<file path="src/rtl/core_pc_ctrl.sv">
// Program counter owner for the core: arbitrates jump / hold / halt requests from
// execute, the fetch bus and debug, and drives pipeline hold levels and flushes.
module core_pc_ctrl #(
  parameter logic [31:0] RST_ADDR     = 32'h0000_0000,
  parameter int          PC_STEP      = 4,
  parameter int          FLUSH_CYCLES = 2
) (
  input  logic        clk,
  input  logic        rst,
  input  logic        ex_hold_flag_in,
  input  logic        ex_jump_flag_in,
  input  logic [31:0] ex_jump_addr_in,
  input  logic        bus_hold_flag_in,
  input  logic        halt_req_in,
  output logic [31:0] pc_out,
  output logic        inst_valid_out,
  output logic [1:0]  hold_level_out,
  output logic        flush_out,
  output logic        halted_out
);

  localparam int CW = (FLUSH_CYCLES > 1) ? $clog2(FLUSH_CYCLES) : 1;

  typedef enum logic [1:0] {RUN, FLUSH, HALT} state_t;

  state_t        state;
  logic [CW-1:0] cnt;
  logic          jump;
  logic [31:0]   jump_tgt;

  // Masking keeps the target word-aligned; the low address bits are simply dropped.
  assign jump_tgt = ex_jump_addr_in & ~32'h3;
  assign jump     = ex_jump_flag_in && (state != HALT);
  assign flush_out = jump || (state == FLUSH);

  always_comb begin
    hold_level_out = 2'd0;
    if (state == HALT)         hold_level_out = 2'd3;
    else if (jump)             hold_level_out = 2'd0;
    else if (ex_hold_flag_in)  hold_level_out = 2'd3;
    else if (bus_hold_flag_in) hold_level_out = 2'd2;
  end

  always_ff @(posedge clk or negedge rst) begin
    if (!rst) begin
      pc_out         <= RST_ADDR;
      state          <= RUN;
      cnt            <= '0;
      inst_valid_out <= 1'b0;
      halted_out     <= 1'b0;
    end else begin
      case (state)
        HALT: begin
          if (!halt_req_in) begin
            state          <= RUN;
            inst_valid_out <= 1'b1;
            halted_out     <= 1'b0;
          end else begin
            inst_valid_out <= 1'b0;
            halted_out     <= 1'b1;
          end
        end
        default: begin
          inst_valid_out <= 1'b1;
          halted_out     <= 1'b0;
          if (jump) begin
            pc_out <= jump_tgt;
            if (FLUSH_CYCLES > 1) begin
              state <= FLUSH;
              cnt   <= CW'(FLUSH_CYCLES - 1);
            end else begin
              state <= RUN;
              cnt   <= '0;
            end
          end else if (hold_level_out == 2'd0) begin
            pc_out <= pc_out + 32'(PC_STEP);
            if (state == FLUSH) begin
              // Halt is only considered once the flush window has closed.
              cnt <= cnt - CW'(1);
              if (cnt == CW'(1)) state <= RUN;
            end else if (halt_req_in) begin
              state          <= HALT;
              inst_valid_out <= 1'b0;
              halted_out     <= 1'b1;
            end
          end
        end
      endcase
    end
  end

endmodule

</file>
<file path="config.mk">
export PLATFORM = sky130hd
export DESIGN_NAME = core_pc_ctrl
export DESIGN_NICKNAME = d
export VERILOG_FILES = /design/src/rtl/core_pc_ctrl.sv
export SDC_FILE = /design/constraint.sdc
export NUM_CORES = 1
export LEC_CHECK = 0
export BUFFER_PORTS_ARGS = -buffer_cell sky130_fd_sc_hd__buf_2
export CAP_MARGIN = 0
export CORE_MARGIN = 2
export CORE_UTILIZATION = 45
export DETAILED_ROUTE_END_ITERATION = 7
export PLACE_DENSITY = 0.76
export SLEW_MARGIN = 20
export SYNTH_ARGS = -nofsm -noshare
export SYNTH_HDL_FRONTEND = slang
export SYNTH_SLANG_ARGS = --single-unit
</file>
<file path="constraint.sdc">
create_clock -name clk -period 2.25 [get_ports clk]
set_clock_uncertainty 0.1 [all_clocks]
set_input_delay 0.225 -clock clk [delete_from_list [all_inputs] [get_ports clk]]
set_output_delay 0.225 -clock clk [all_outputs]
set_load 0.02 [all_outputs]
</file>
---- Yosys cells after proc, flatten, opt, wreduce, memory -nomap -nowiden ----
Index checks and enable logic that the tools add are counted.
operators by class
  bitwise operators ....................... 1
  mux-type cells .......................... 26
  $add $sub $neg .......................... 2
  reduce and logical (&&, ||, !) cells .... 10
  eq/ne operators ......................... 5
operators by type and width
  cell                                                             number
  32-bit 2-to-1 mux                                                2
  32-bit by 3-bit adder with 32-bit output, second input constant  1
  2-bit 2-to-1 mux                                                 11
  1-bit 2-to-1 mux                                                 13
  2-bit inequality test, second input constant                     2
  4-bit inequality test, second input constant                     1
  4-bit AND reduction                                              1
  2-bit nonzero test                                               2
  4-bit nonzero test                                               1
  3-bit AND reduction                                              1
  3-bit nonzero test                                               1
  2-bit by 1-bit == test with 1-bit output, second input constant  1
  2-bit == test, second input constant                             1
  2-bit logical NOT                                                1
  2-bit AND reduction                                              1
  1-bit logical AND                                                1
  1-bit logical OR                                                 1
  1-bit NOT                                                        1
  1-bit subtractor, second input constant                          1
word-level totals
  bits of input ports ..................... 38
  register bits ........................... 37
  word-level logic and storage cells ...... 49
  output and inout bits ................... 37

---- Depth between registers and ports, before layout ----
Gate-level depths: netlist (run 1).
  depth in word-level cells ............... 8
  gate-level depth with buffers ........... 8
  gate-level depth less buffers ........... 7

---- Worst setup path before layout (run 1) ----
No wires, ideal clock.
  path type ............................... flip-flop to flip-flop
  start ................................... register state[0]
  end ..................................... register pc_out[30]
  setup slack ............................. 284 ps
  cell stages (with the launch flop) ...... 9
  setup time .............................. 129 ps
  data arrival time ....................... 1738 ps
  path buffers ............................ 1
  data required time ...................... 2021 ps
  period minus slack after synthesis ...... 1966 ps
  cell sequence ........................... dfrtp_1 -> inv_1 -> ha_1 -> and2b_1 -> o211ai_2 -> buf_2 -> nor4_2 -> xnor2_1 -> a21oi_1
on the way
  word-level cells in the longest chain between the ends .. 7
  elaborated cells on any way between the ends .. 10
  those cells by class .................... 2 x eq/ne; 3 x mux; 1 x bitwise; 4 x reduce/logical
RTL lines
  what                           RTL line  RTL
  start: declaration             26        state_t state;
  start signal: assignment       47        state <= RUN;
  start signal: assignment       55        state <= RUN;
  start signal: assignment       69        state <= FLUSH;
  2-bit inequality test          33        assign jump = ex_jump_flag_in && (state != HALT);
  1-bit logical AND              33
  2-bit 2-to-1 mux               39        else if (jump) hold_level_out = 2'd0;
  2-bit 2-to-1 mux               38        if (state == HALT) hold_level_out = 2'd3;
  2-bit logical NOT              75        end else if (hold_level_out == 2'd0) begin
  2-bit nonzero test (no line)   --
  2-bit AND reduction (no line)  --
  end signal: assignment         67        pc_out <= jump_tgt;
  end signal: assignment         76        pc_out <= pc_out + 32'(PC_STEP);
  end: declaration               15        output logic [31:0] pc_out,
Parallel ways exist; a longest one is shown, timed or not.
A chain may end at the register's enable or synchronous reset.

---- Worst setup path in the final report (run 1) ----
  start ................................... register state[0]
  end ..................................... output hold_level_out[1]
on the way
  word-level cells in the longest chain between the ends .. 4
  elaborated cells on any way between the ends .. 5
  those cells by class .................... 2 x eq/ne; 2 x mux; 1 x reduce/logical
RTL lines
  what                   RTL line  RTL
  2-bit inequality test  33
  1-bit logical AND      33
  2-bit 2-to-1 mux       39
  2-bit 2-to-1 mux (*)   38
  end: declaration       17        output logic [1:0] hold_level_out,
Mark *: on every way between the ends. The rest lies on a longest branch, timed or not.

==> results by group, run 1 <==
Worst setup path
  • CP Max Fanout: 6
  • Most used cell, CP: inv_1
  • Required time of the critical path: 1.92 ns
  • R2r setup slk: between 0.15 and 0.2 ns
  • Crit-path leading delay family: flip-flops
  • Critical path class: reg -> out
  • CP max stage delay: 0.38 ns
  • Buf+Inv Stages, Crit Path: 3
  • CP max-delay cell: dfrtp_1
  • Worst Reg-to-Reg Cells: 7
  • Worst endpoint data arrival time: between 1.5 and 2 ns
  • Reg2reg end: pc_out[25]$_DFFE_PN0P_
  • Crit start category: flip-flop
  • Kind of end point of the critical path: primary output
  • RR Startpoint: state[0]$_DFFE_PN0P_
  • Crit-path cells: inv_1 -> ha_1 -> nand2b_1 -> a21oi_2 -> inv_1 -> buf_2

Clock tree
  • CTS sink count: 35
  • H-tree levels: 2
  • Total CTS buffers: 5
  • Post-CTS sizing: 0
  • Deepest clock path buffer count: 2
  • Worst-path clk slew: roughly 0.070 ns
  • # Post-CTS Setup Buffers: 0
  • CTS tree: yes
  • Clk_lat worst skew: 0.29 ns
  • CTS root buf: clkbuf_8

STA
  • Final worst slack: 0.1499 ns
  • Worst slew pin tran: between 0.7 and 0.8 ns
  • Minimum clock period after layout: 2.100 ns
  • Final Hold Fails: 0
  • Unrepaired setup endpoints after global routing: no
  • Relative slew margins: 48.62%
  • WHS: 0.03084 ns
  • Setup TNS: 0 ns
  • F_max: between 0.4 and 0.5 GHz
  • Final cycle utilization of the critical path: 93.34%
  • Final setup vio count: 0
  • Fin. max-slew vios: 0

Global route
  • Vias in the first global route: 1796
  • Initial antenna violation count: 0
  • Largest net degree at the start of global routing: 36
  • GR Overflow Total: 0
  • Global Route Usage Sum: between 15 and 20%
  • First-pass GRT wire length: 8162 um

Final layout
  • Layout cells sized above 1: 31.61%
  • Fillcell total: 429
  • P&R area growth vs syn: 25.31%
  • Inserted Diodes: 0
  • Nets@finish: 352
  • Final Util: 57.69%

Die
  • Core Region: approximately 4700 um^2
  • Die Y: ~73 um
  • DIE WIDTH: 73.06 um
  • Initial core utilization: 46.04%
  • DIE AREA: 5337 um^2
  • IO Pins: 75
  • Row count: 25

Placement
  • Post-DP HPWL: ~3700 um
  • Final RePlAce weighted congestion: ~0.8
  • IO buf count: 70
  • Pre-CTS setup slack: 0.1924 ns

Drt
  • Via count: 1938
  • Residual DRC: 0
  • DR top layer: met4
  • WL/cell: 13.49 um
  • First-pass detailed-route iteration total: 4
  • Antenna Nets Post-Route: 0
  • Final WL: 4909 um
  • Wl on met1: ~2200 um
  • DR WL met2: 2377 um
  • Initial DRC Count: 83
  • Vias per Instance: 5.324
  • Met3 Routed Length: 290 um

Power
  • Pwr Total: 2.553 mW
  • Leak pwr: 1.213 nW
  • Worst VDD drop: 0.5312 mV
  • Power Dens Cells: 949.5 nW/um^2

Hold path
  • Hold Startpoint: halt_req_in
  • Hold Path End: inst_valid_out$_DFF_PN0_
  • Hold path depth: 2
  • Hold Crit Class: in -> reg

Yosys
  • Avg Cell Area, Syn: 9.092 um^2
  • Async SR Flop Fraction: 100.0%
  • Synthesized flop and latch total: 35
  • YS warnings: 0
  • Seq/Total Area, Yosys: 40.82%
  • Number of flops mapped to enable cells by yosys: 0
  • Cells after synthesis: 236
  • Netlist cell types: 48
  • Ys flop type: dfrtp_1
  • Synth Cell Area: 2146 um^2

Run
  • Max-cap viol count: 0

Status
  • Status: completed
[worst max path at each step]
stage / start / to / slack (ns) / cells past startpoint
global placement: state[0]$_DFFE_PN0P_ / pc_out[25]$_DFFE_PN0P_ / 0.23 / 7
finish: state[0]$_DFFE_PN0P_ / hold_level_out[1] / 0.15 / 6
floorplan: state[0]$_DFFE_PN0P_ / pc_out[30]$_DFFE_PN0P_ / 0.28 / 8
detailed placement: state[0]$_DFFE_PN0P_ / pc_out[25]$_DFFE_PN0P_ / 0.19 / 7
global route: state[0]$_DFFE_PN0P_ / hold_level_out[1] / 0.002 / 6
CTS: state[0]$_DFFE_PN0P_ / hold_level_out[1] / 0.14 / 6
[power breakdown]
part	total, mW	internal (mW)	leakage (nW)	switching, mW
registers	0.969	0.789	0.419	0.180
clock network	0.505	0.279	0.0515	0.226
logic	1.08	0.443	0.742	0.636
total	2.55	1.51	1.21	1.04
[sequential cells by signal (all words and copies together) (netlist names)]
| register | count |
|---|---|
| cnt | 1 |
| halted_out | 1 |
| inst_valid_out | 1 |
| pc_out | 30 |
| state | 2 |
[synthesized netlist by cell type, drive strengths merged (2+ instances only)]
master,count,area share [%]
xnor2,19,7.8
buf,6,1.8
o21ai,30,7.0
nor4,8,4.1
and3,4,1.2
nand2,38,6.6
xor2,9,3.7
and4,5,2.2
mux2i,2,0.93
dfrtp,35,41
nand3,10,2.8
nand4,10,3.2
nor2,8,1.4
a21oi,4,1.1
nand2b,2,0.58
nor3,4,0.93
clkbuf,5,0.93
and2,3,0.87
o211ai,3,1.3
inv,10,1.7
a21o,2,0.70
ha,5,2.9
[final cells by class]
cell class	count	area (um^2)	share of cell area [%]
clock buffers	8	100.1	3.723
inverters	10	37.54	1.396
multi-input cells	181	1185	44.07
flip-flops and latches	35	875.8	32.57
well taps	54	67.56	2.513
repair buffers	76	422.9	15.73
[routing by layer]
layer / track usage (%) / up-vias
met3: 5.110 / 5
met1: 25.00 / 899
met4: 7.202 / 0
li1: - / 972
met5: 0 / -
met2: 32.53 / 62
[per-stage QoR]
step                      std cells  instance area [um^2]
after CTS                       364                  2689
final                           364                  2689
after detailed placement        355                  2579
after floorplan                 237                  2150
after global placement          355                  2579
after global routing            364                  2689
[what timing repair did]
| item | 4_1_cts | 5_1_grt |
|---|---|---|
| hold endpoints to repair | 35 | 0 |
| setup endpoints to repair | 0 | 0 |
| hold buffers | 1 | 0 |
[cell families after synthesis]
family | count (synthesis) | synth area share, %
buf+inv | 21 | 4.489
flops | 35 | 40.82
fa+ha+maj | 5 | 2.915
compound gates | 45 | 13.06
other cells | 1 | 0.1748
simple gates | 99 | 26.18
xor+xnor | 28 | 11.43
mux | 2 | 0.9330
[cells in the final DEF (no fill, tap or decap), drive strengths merged]
cell type     n
conb          2
a21o          2
xnor2        19
o211ai        3
and4          5
a22o          1
xor2          9
o221a         1
nor3b         1
dfrtp        35
clkbuf        8
or2           1
mux2i         2
nand4        10
nor4          8
a21boi        1
nor2          8
a222oi        1
or3           1
nor3          4
nand3        10
and2b         1
and2          3
dlygate4sd3   1
a21oi         4
ha            5
and3          4
nand3b        1
a31oi         1
nand2b        2
o21ai        30
buf          75
nand2        38
inv          10
and3b         1
o22a          1
nor2b         1
Power figures use the tool's default switching activity.
==> run 2: changes to the inputs <==
CTS_CLUSTER_SIZE = 40   (was default)
REMOVE_ABC_BUFFERS = 1   (was default)
==> run 2 against run 1 <==
Net effect: combinational power is essentially flat; sequential cell count unchanged; design area fell by 1.3%; largest cell class unchanged; critical path depth up 2.
==> results by group, run 2 (synthesis results as in run 1) <==
Worst setup path
  • Required time of the critical path: 2.31 ns (+0.39 ns)
  • Worst endpoint data arrival time: 2.20 ns (+0.42 ns)
  • Crit start category: flip-flop
  • Critical path class: reg -> reg
  • Kind of end point of the critical path: flip-flop
  • CP Max Fanout: 12 (+6)

Clock tree
  • Worst-path clk slew: 0.07 ns (about the same)
  • Total CTS buffers: 5 (unchanged)
  • CTS sink count: 35 (unchanged)
  • Clk_lat worst skew: 0.28 ns (about the same)
  • # Post-CTS Setup Buffers: 0 (unchanged)
  • CTS tree: yes
  • CTS root buf: clkbuf_8
  • Deepest clock path buffer count: 2 (unchanged)
  • H-tree levels: 2 (unchanged)

Placement
  • IO buf count: 70 (unchanged)
  • Final RePlAce weighted congestion: 0.8396 (+5.2%)
  • Post-DP HPWL: 3756 um (+1.4%)
  • Placed Cells: 354 (-0.28%)
  • Pre-CTS setup slack: 0.1420 ns (-0.05040 ns)

Global route
  • Vias in the first global route: 1820 (+1.3%)
  • GRT busiest layer: met2
  • Met1 Use GR: 24.37% (-0.63 points)
  • First-pass GRT wire length: 8204 um (+0.51%)
  • GR Overflow Total: 0 (unchanged)
  • Global Route Usage Sum: 19.90% (+0.10 points)
  • Initial antenna violation count: 0 (unchanged)
  • Met3 Usage GRT: 5.387% (+0.28 points)
  • GRT met2 Usage: 33.93% (+1.4 points)
  • Largest net degree at the start of global routing: 36 (unchanged)

STA
  • Minimum clock period after layout: 2.135 ns (+0.03458 ns)
  • WHS: 0.04060 ns (+0.009769 ns)
  • Final Hold Fails: 0 (unchanged)
  • Worst slew pin tran: 0.7865 ns (+0.01574 ns)
  • F_max: 0.4685 GHz (-1.6%)
  • Unrepaired setup endpoints after global routing: yes
  • Relative slew margins: 47.57% (-1.0 points)
  • Final worst slack: 0.1153 ns (-0.03458 ns)
  • Final setup vio count: 0 (unchanged)
  • Fin. max-slew vios: 0 (unchanged)
  • Final cycle utilization of the critical path: 94.87% (+1.5 points)

Final layout
  • Fillcell total: 461 (+7.5%)
  • Nets@finish: 351 (-0.28%)
  • P&R area growth vs syn: 23.67%
  • Max reg flops: 30 (unchanged)
  • Count of non-filler cells in the finished layout: 363 (-0.27%)
  • Biggest regs: pc_out (30), state (2)
  • Final Util: 56.94% (-0.75 points)
  • Multi-input gate area: 1199 um^2 (+1.2%)
  • Register area: 875.8 um^2 (unchanged)
  • Most common cell after layout, fill and taps aside: buf_2
  • Inserted Diodes: 0 (unchanged)
  • Most frequent cells in the layout: buf_2 (70), nand2_1 (38), dfrtp_1 (35), o21ai_1 (26), xnor2_1 (19)
  • Top reg by flops: pc_out
  • Layout cells sized above 1: 32.04% (+0.43 points)

Hold path
  • Hold Crit Class: in -> reg

Drt
  • Initial DRC Count: 71 (-14%)
  • Final WL: 4956 um (+0.96%)
  • WL/cell: 13.65 um (+1.2%)
  • Antenna Nets Post-Route: 0 (unchanged)
  • Via count: 1923 (-0.77%)
  • First-pass detailed-route iteration total: 4 (unchanged)
  • Residual DRC: 0 (unchanged)
  • Vias per Instance: 5.298 (-0.50%)

Die
  • Die Y: 73.06 um (unchanged)
  • Core Region: 4661 um^2 (unchanged)
  • Row count: 25 (unchanged)
  • IO Pins: 75 (unchanged)
  • Initial core utilization: 46.04% (unchanged)
  • DIE AREA: 5337 um^2 (unchanged)
  • DIE WIDTH: 73.06 um (unchanged)

Power
  • Leak pwr: 1.194 nW (-1.5%)
  • Worst VDD drop: 0.4229 mV (-20%)
  • Power Dens Cells: 929.6 nW/um^2 (-2.1%)
  • Pwr Total: 2.467 mW (-3.4%)

Status
  • Status: completed

Run
  • Max-cap viol count: 0 (unchanged)
-- run 2: cell types whose count changed in the layout (fill, tap and decap cells not counted), sizes merged --
cell,before,now
clkinv,0,3
buf,75,74
clkbuf,8,5
-- run 2: final timing paths --
path	start	end	slack [ns]	cells past startpoint
worst max-delay path	state[0]$_DFFE_PN0P_	pc_out[30]$_DFFE_PN0P_	0.12	8
worst min-delay path	ex_jump_addr_in[22]	pc_out[22]$_DFFE_PN0P_	0.04	3
worst max register to register	state[0]$_DFFE_PN0P_	pc_out[30]$_DFFE_PN0P_	0.12	8
worst min register to register	cnt$_DFFE_PN0P_	cnt$_DFFE_PN0P_	0.44	1
max in group asynchronous	rst	state[0]$_DFFE_PN0P_	1.09	2
min in group asynchronous	rst	pc_out[16]$_DFFE_PN0P_	0.47	2
-- run 2: area by class of cell --
cell class / instances / area share [%]
Clock buffer: 5 / 2.593
Clock inverter: 3 / 0.5658
Inverter: 10 / 1.414
Multi-Input combinational cell: 181 / 45.17
Sequential cell: 35 / 33.00
Tap cell: 54 / 2.546
Timing Repair Buffer: 75 / 14.71
-- run 2: metrics by stage --
step | setup TNS [ns] | area [um^2]
floorplan | -17.09 | 2091
global placement | 0 | 2546
detailed placement | 0 | 2546
CTS | 0 | 2640
global route | -0.02235 | 2654
finish | 0 | 2654
-- run 2: where the power goes --
group | total, mW | internal, mW | switching [mW] | leakage [nW]
clock network | 0.434 | 0.212 | 0.223 | 0.0477
logic | 1.06 | 0.420 | 0.639 | 0.728
registers | 0.973 | 0.789 | 0.185 | 0.419
total | 2.47 | 1.42 | 1.05 | 1.19
-- run 2: repair_timing --
action,4_1_cts,5_1_grt
hold endpoints to repair,35,0
hold buffers,1,0
setup endpoints to repair,0,2
gates resized for setup,0,2
-- run 2: critical path, stage by stage, from the launching register on --
cell and delay, ns:
dfrtp_1 0.38, inv_1 0.08, ha_1 0.29, and2b_1 0.28, o211ai_2 0.09, buf_4 0.20
nor4_2 0.33, xnor2_1 0.17, a21oi_1 0.09
-- run 2: metal layers --
metal | up-vias | share of wire (%) | wire length [um]
li1 | 965 | - | -
met1 | 903 | 44 | 2169
met2 | 50 | 50 | 2487
met3 | 5 | 5.3 | 261
met4 | 0 | 0.77 | 38
met5 | - | 0 | 0
